==> src/rtl/clk_div_ctrl.sv <==
// rtl/clk_div_ctrl.sv - run-time ratio change sequencer for the integer clock divider
// Gates the divider enable, waits a guard time, loads the new ratio, re-enables and reports lock.
module clk_div_ctrl #(
    parameter int MAX_RATIO     = 10,
    parameter int RATIO_WIDTH   = $clog2(MAX_RATIO) + 1,
    parameter int DEFAULT_RATIO = 1,
    parameter int GUARD_CYCLES  = 2
) (
    input  logic                   i_ref_clk,
    input  logic                   i_rst,
    input  logic                   i_sys_en,
    input  logic                   i_req_valid,
    input  logic [RATIO_WIDTH-1:0] i_req_ratio,
    output logic                   o_req_ready,
    output logic                   o_req_err,
    output logic                   o_clk_en,
    output logic [RATIO_WIDTH-1:0] o_div_ratio,
    output logic                   o_busy,
    output logic                   o_locked
);

    localparam int W = RATIO_WIDTH;
    localparam logic [W-1:0] DEF_R = W'(DEFAULT_RATIO);
    localparam logic [W-1:0] GUARD = W'(GUARD_CYCLES);
    localparam logic [W-1:0] MAX_R = W'(MAX_RATIO);

    typedef enum logic [2:0] {
        S_IDLE,
        S_RUN,
        S_STOP,
        S_LOAD,
        S_SETTLE
    } state_t;

    state_t         state_q, state_d;
    logic [W-1:0]   cnt_q, cnt_d;
    logic [W-1:0]   ratio_q, ratio_d;
    logic [W-1:0]   pending_q, pending_d;
    logic           err_q, err_d;
    logic           en_q, en_d;
    logic           busy_q, busy_d;
    logic           locked_q, locked_d;
    logic           accept;
    logic           legal;

    // Ratios 0 and 1 both mean bypass, which still takes one cycle per output period.
    function automatic logic [W-1:0] eff(input logic [W-1:0] r);
        return (r < W'(2)) ? W'(1) : r;
    endfunction

    assign o_req_ready = (state_q == S_IDLE) | ((state_q == S_RUN) & i_sys_en);
    assign accept      = i_req_valid & o_req_ready;
    assign legal       = (i_req_ratio <= MAX_R);

    always_comb begin
        state_d   = state_q;
        cnt_d     = cnt_q;
        ratio_d   = ratio_q;
        pending_d = pending_q;
        err_d     = accept & ~legal;
        case (state_q)
            S_IDLE: begin
                // Divider is gated, so a new ratio can be written straight through.
                if (accept && legal) begin
                    ratio_d   = i_req_ratio;
                    pending_d = i_req_ratio;
                end
                if (i_sys_en) begin
                    state_d = S_SETTLE;
                    cnt_d   = eff(ratio_d);
                end
            end
            S_RUN: begin
                if (!i_sys_en) begin
                    pending_d = ratio_q;
                    state_d   = S_STOP;
                    cnt_d     = GUARD;
                end else if (accept && legal && (i_req_ratio != ratio_q)) begin
                    pending_d = i_req_ratio;
                    state_d   = S_STOP;
                    cnt_d     = GUARD;
                end
            end
            S_STOP: begin
                if (cnt_q <= W'(1)) begin
                    state_d = S_LOAD;
                end else begin
                    cnt_d = cnt_q - W'(1);
                end
            end
            S_LOAD: begin
                ratio_d = pending_q;
                if (i_sys_en) begin
                    state_d = S_SETTLE;
                    cnt_d   = eff(pending_q);
                end else begin
                    state_d = S_IDLE;
                end
            end
            S_SETTLE: begin
                if (!i_sys_en) begin
                    state_d = S_STOP;
                    cnt_d   = GUARD;
                end else if (cnt_q <= W'(1)) begin
                    state_d = S_RUN;
                end else begin
                    cnt_d = cnt_q - W'(1);
                end
            end
            default: state_d = S_IDLE;
        endcase
        en_d     = (state_d == S_RUN) || (state_d == S_SETTLE);
        busy_d   = (state_d == S_STOP) || (state_d == S_LOAD) || (state_d == S_SETTLE);
        locked_d = (state_d == S_RUN);
    end

    always_ff @(posedge i_ref_clk or posedge i_rst) begin
        if (i_rst) begin
            state_q   <= S_IDLE;
            cnt_q     <= '0;
            ratio_q   <= DEF_R;
            pending_q <= DEF_R;
            err_q     <= 1'b0;
            en_q      <= 1'b0;
            busy_q    <= 1'b0;
            locked_q  <= 1'b0;
        end else begin
            state_q   <= state_d;
            cnt_q     <= cnt_d;
            ratio_q   <= ratio_d;
            pending_q <= pending_d;
            err_q     <= err_d;
            en_q      <= en_d;
            busy_q    <= busy_d;
            locked_q  <= locked_d;
        end
    end

    assign o_req_err   = err_q;
    assign o_clk_en    = en_q;
    assign o_div_ratio = ratio_q;
    assign o_busy      = busy_q;
    assign o_locked    = locked_q;

endmodule

==> config.mk <==
export PLATFORM = sky130hd
export DESIGN_NAME = clk_div_ctrl
export DESIGN_NICKNAME = d
export VERILOG_FILES = /design/src/rtl/clk_div_ctrl.sv
export SDC_FILE = /design/constraint.sdc
export NUM_CORES = 1
export LEC_CHECK = 0
export ABC_AREA = 1
export BUFFER_PORTS_ARGS = -buffer_cell sky130_fd_sc_hd__buf_4
export CORE_MARGIN = 2
export CORE_UTILIZATION = 35
export DETAILED_ROUTE_END_ITERATION = 10
export PLACE_DENSITY = 0.54
export SLEW_MARGIN = 20
export SYNTH_ARGS = -nofsm -noshare
export SYNTH_HDL_FRONTEND = slang
export SYNTH_SLANG_ARGS = --single-unit
==> constraint.sdc <==
create_clock -name i_ref_clk -period 3 [get_ports i_ref_clk]
set_input_delay 0.3 -clock i_ref_clk [delete_from_list [all_inputs] [get_ports i_ref_clk]]
set_output_delay 0.3 -clock i_ref_clk [all_outputs]
set_load 0.02 [all_outputs]
# ---- Yosys cells after proc, flatten, opt, wreduce, memory -nomap -nowiden
# Cells that the tools add are included.
dict set report totals {
  reg_bits 22
  in_bits 9
  wordCells 66
}
dict set report classes {
  add_sub_neg 1
  order_cmp 4
  n_eq_ne 13
  n_mux 24
  n_bitwise 5
  reduce_logical 11
}
# cell count
set op_table {}
lappend op_table {{$mux 5} 13}
lappend op_table {{$pmux 5 s5} 1}
lappend op_table {{$mux 3} 7}
lappend op_table {{$pmux 5 s2} 2}
lappend op_table {{$pmux 3 s5} 1}
lappend op_table {{$eq 3x2->1 const B} 4}
lappend op_table {{$lt 5x2->1 const B} 2}
lappend op_table {{$eq 3x1->1 const B} 2}
lappend op_table {{$eq 3x3->1 const B} 2}
lappend op_table {{$le 5x1->1 const B} 1}
lappend op_table {{$le 5x4->1 const B} 1}
lappend op_table {{$ne 5x5->1} 1}
lappend op_table {{$reduce_bool 5->1} 1}
lappend op_table {{$sub 5x1->5 const B} 1}
lappend op_table {{$ne 2x2->1 const B} 2}
lappend op_table {{$reduce_and 4->1} 1}
lappend op_table {{$reduce_bool 2->1} 2}
lappend op_table {{$and 1x1->1} 3}
lappend op_table {{$logic_not 3->1} 1}
lappend op_table {{$logic_or 1x1->1} 3}
lappend op_table {{$ne 3x2->1 const B} 1}
lappend op_table {{$reduce_and 3->1} 1}
lappend op_table {{$logic_and 1x1->1} 2}
lappend op_table {{$ne 2x1->1 const B} 1}
lappend op_table {{2 further kinds} 2}

# ---- Logic depth before layout (Yosys ltp)
dict set report depth {
  depth_word 12
  ltp_mapped 12
  mapped_depth_nobuf 12
}

# ---- Worst setup path before layout
# OpenSTA, ideal clock, no wires.
dict set report synth_timing {
  kind {register to register}
  from {register state_q[1]}
  to {register pending_q[3]}
  setup_ns 0.118
  arrival_time_ns 1.496
  required_time_ns 2.882
  path_slack_ns 1.386
  path_stages_with_launch 11
  n_path_buf 0
  period_less_slack_ns 1.614
  path_cell_list {dfrtp_1 nor2_4 nand2_4 nand2_2 nand2_4 nor2_8 inv_2 o21ai_4 nand2_4 nor2_2 a21oi_2}
}
dict set report synth_via {
  elab_chain_len 8
  word_cells_on_any_way 12
  classes_between {3 x eq/ne; 1 x mux; 3 x bitwise; 5 x reduce/logical}
}
# item line_no
set synth_rtl {}
lappend synth_rtl {{from (decl)} 35} ;# state_t state_q, state_d;
lappend synth_rtl {{from (signal assigned)} 128} ;# state_q <= state_d;
lappend synth_rtl {{$eq 3x1->1} 51} ;# assign o_req_ready = (state_q == S_IDLE) | ((state_q == S_RUN) & i_sys_en);
lappend synth_rtl {{$and 1x1->1} 51}
lappend synth_rtl {{$or 1x1->1 (*)} 51}
lappend synth_rtl {{net o_req_ready} 14} ;# output logic o_req_ready,
lappend synth_rtl {{$and 1x1->1 (*)} 52} ;# assign accept = i_req_valid & o_req_ready;
lappend synth_rtl {{$logic_and 1x1->1 (*)} {64, 78}}
lappend synth_rtl {{$logic_and 1x1->1} 78} ;# end else if (accept && legal && (i_req_ratio != ratio_q)) begin
lappend synth_rtl {{$ne 3x2->1 (no line)} --}
lappend synth_rtl {{$reduce_and 3->1 (no line) (*)} --}
lappend synth_rtl {{to (signal assigned)} 131} ;# pending_q <= pending_d;
lappend synth_rtl {{to (decl)} 38} ;# logic [W-1:0] pending_q, pending_d;
# Mark *: on every way through the listed nets, which the timed path passes. The rest lies on a longest branch.
# A chain may end at the register's enable or synchronous reset.

# ---- Worst setup path after layout
dict set report layout_timing {
  from {register state_q[1]}
  to {register cnt_q[1]}
}
dict set report layout_via {
  elab_chain_len 11
  word_cells_on_any_way 21
  classes_between {1 x order compare; 7 x eq/ne; 5 x mux; 3 x bitwise; 5 x reduce/logical}
}
# item line_no
set layout_rtl {}
lappend layout_rtl {{$eq 3x1->1} {51, 61}}
lappend layout_rtl {{$and 1x1->1} 51}
lappend layout_rtl {{$or 1x1->1} 51}
lappend layout_rtl {{$and 1x1->1} 52}
lappend layout_rtl {{$logic_and 1x1->1} {64, 78}}
lappend layout_rtl {{$mux 5} 64} ;# if (accept && legal) begin
lappend layout_rtl {{$mux 5} 61} ;# case (state_q)
lappend layout_rtl {{$lt 5x2->1} 48} ;# return (r < W'(2)) ? W'(1) : r;
lappend layout_rtl {{$mux 5} 48}
lappend layout_rtl {{$mux 5} 68} ;# if (i_sys_en) begin
lappend layout_rtl {{$pmux 5 s5} 61}
lappend layout_rtl {{to (signal assigned)} 129} ;# cnt_q <= cnt_d;
lappend layout_rtl {{to (decl)} 36} ;# logic [W-1:0] cnt_q, cnt_d;
# Several ways; a longest one is shown, not always the timed one. The select of a mux whose other input is x is not followed.

==> flow_summary.toml <==
[run_status]
run_status = "completed"

[clock_network]
cts.repair.resized = 0
cts_tree = "yes"
holdBufCountCts = 0
clockRootBuffer = "clkbuf_8"
cts_inserted_buffers = 3
clkTransAtPathRegs_ns = 0.08
post_cts_buffers = 0
clockBufferDepth = 2
clk_latency_ns = 0.27
cts.sinks = 22
cts-htree-levels = 1

[drt]
finalWirelength_um = 3610
via_per_inst = 4.85
drc_errors = 0
wl_per_cell_um = 12.9
drt_iter0_drc = 79
num_vias = 1354
drtAntennaViolNets = 0
firstDrtPassIters = 4

[synthesis]
ys_ff_latch = 22
synth-seq-area-share_pct = 37.3
ys_warn_count = 0
syn_area_per_cell_um2 = 7.16
synth.distinct_cells = 27
postSynthCellCount = 207
synth_area_um2 = 1480
syn-num-nets = 218

[global_routing]
grt_use_total_pct = 16.1
antenna_found_initial = 0
grt_max_degree = 23
grt_pass1_vias = 1270
overflow = 0
grt_pass1_wl_um = 6220

[sta]
relSlewSlack_pct = 42.9
tightest_slew_ns = 0.856
finalCritPeriodShare_pct = 57.2
final-max-slew-violation-count = 0
tns_ns = 0
skew_ns = 0.00331
period_needed_ns = 1.72
setup_viol = 0
hold_violations = 0
rsz0062_at_grt = "false"
max_clock_freq_mhz = 583

[floorplan]
ioPinCount = 19
core_area_um2 = 4030
dieArea_um2 = 4770
row_count = 23
dieHeight_um = 69.1
die_w_um = 69.1
start_util_pct = 36.8

[power]
ir_worst_vdd_mv = 0.399
leakagePower_nw = 0.927
power_density_nw_per_um2 = 1090

[setup_path]
cp_max_fo = 9
cp.required_ns = 3.15
arrival_ns = 1.87
criticalPathCategory = "reg -> reg"
worstSetupEndpointType = "flop"
reg2reg_slack_ns = 1.28
crit_path_start_kind = "flop"

[layout]
syn_to_final_growth_pct = 16.4
diodes = 0
drive_gt1_share_pct = 17.9
finalInstanceArea_um2 = 1730
fillers = 438
fin_nets = 241

[min_path]
hold_path_class = "in -> async"

[placement]
portBuffers = 18
gp_congestion = 0.834
hpwl_um = 2830
place_area_um2 = 1680

[job]
max_cap_violations = 0
-- power by group --
part           switching [W]  internal [W]
Clock              0.0000983     0.0000949
Combinational       0.000711      0.000408
Sequential          0.000133      0.000442
-- registers in the layout (all words and copies together) (netlist names) --
register     flops
o_req_err        1
state_q          3
cnt_q            5
o_clk_en         1
o_locked         1
o_busy           1
pending_q        5
o_div_ratio      5
-- area by class of cell --
type,instances,area (µm²),share of cell area [%]
timing repair buffer,18,135,7.83
tap,50,62.6,3.63
sequential,22,553,32.1
clock buffer,4,45.0,2.61
multi-input combinational,151,802,46.5
inverter,34,128,7.40
-- cells in the mapped netlist --
cell	n	area share, %
a21oi_1	5	1.7
o21a_1	1	0.51
dfrtp_1	20	34
o21bai_1	2	1.0
o221ai_1	1	0.59
nand2_4	5	3.8
a31oi_1	2	0.84
nand2_1	55	14
inv_2	4	1.0
o21ai_1	5	1.7
a21oi_2	1	0.59
o21ai_4	1	1.1
nor3_1	3	1.0
nand3_1	20	6.8
nor2_2	3	1.3
a22oi_1	1	0.51
ha_1	2	1.7
o21ai_0	11	3.7
inv_1	30	7.6
nand2_2	2	0.84
dfstp_2	2	3.5
xor2_1	6	3.5
o211ai_1	3	1.5
xnor2_1	1	0.59
nor2_8	1	1.4
nor2_1	19	4.8
nor2_4	1	0.76
-- worst paths after layout --
| path | start | end | cells after the start |
|---|---|---|---|
| max reg2reg | state_q[1] | cnt_q[1] | 10 |
| max | state_q[1] | cnt_q[1] | 10 |
| min | i_rst | state_q[2] | 2 |
| min reg2reg | pending_q[0] | pending_q[0] | 2 |
| min in group i_ref_clk | i_sys_en | pending_q[4] | 4 |
| max in group asynchronous | i_rst | o_div_ratio[3] | 2 |
-- metal layers --
layer	share of wire, %	track usage [%]	wire (µm)	vias up
met5	0	0	0	-
met3	4.8	2.19	172	4
met2	42	23.4	1530	30
met1	51	24.6	1860	616
li1	-	-	-	704
met4	1.4	4.58	51	0
-- cell families after synthesis --
group | after synthesis | share of synthesized area [%]
compound gates | 33 | 13.8
simple gates | 109 | 34.5
fa+ha+maj | 2 | 1.69
flops | 22 | 37.3
xor+xnor | 7 | 4.14
buf+inv | 34 | 8.61
-- cells in the final DEF (no fill, tap or decap), types with 2 or more instances in the layout --
master    synthesis  routed
dfrtp_1          20      20
nand2_2           2       2
ha_1              2       2
o21ai_1           5       5
dfstp_2           2       2
clkbuf_8          0       3
xor2_1            6       6
nand2_4           5       5
nand2_1          55      55
nor2_2            3       3
o21ai_0          11      11
nor3_1            3       3
inv_2             4       4
nand3_1          20      20
buf_4             0      18
o21bai_1          2       2
inv_1            30      30
nor2_1           19      19
o211ai_1          3       3
a21oi_1           5       5
a31oi_1           2       2
-- worst max-delay path, cell delays in order, from the launching register on --
cell and delay, ns:
dfrtp_1 0.45, nor2_4 0.20, nand2_4 0.11, nand2_2 0.11, nand2_4 0.08, nor2_8 0.15, nand2_2 0.12, nand2_4 0.13
nand2_4 0.10, nand2_1 0.07, o21ai_1 0.07
-- through the flow --
step	worst slack [ns]	power, W	util [%]	hold WS, ns	std cells
CTS	1.29	0.00190	42.8	0.252	279
global placement	1.31	0.00171	41.7	0.456	275
floorplan	1.39	0.00139	-	0.288	207
finish	1.28	0.00189	42.8	0.209	279
global route	1.12	0.00209	42.8	0.297	279
detailed placement	1.30	0.00170	41.7	0.465	275
Note: power is estimated with default switching activity, not from simulation.
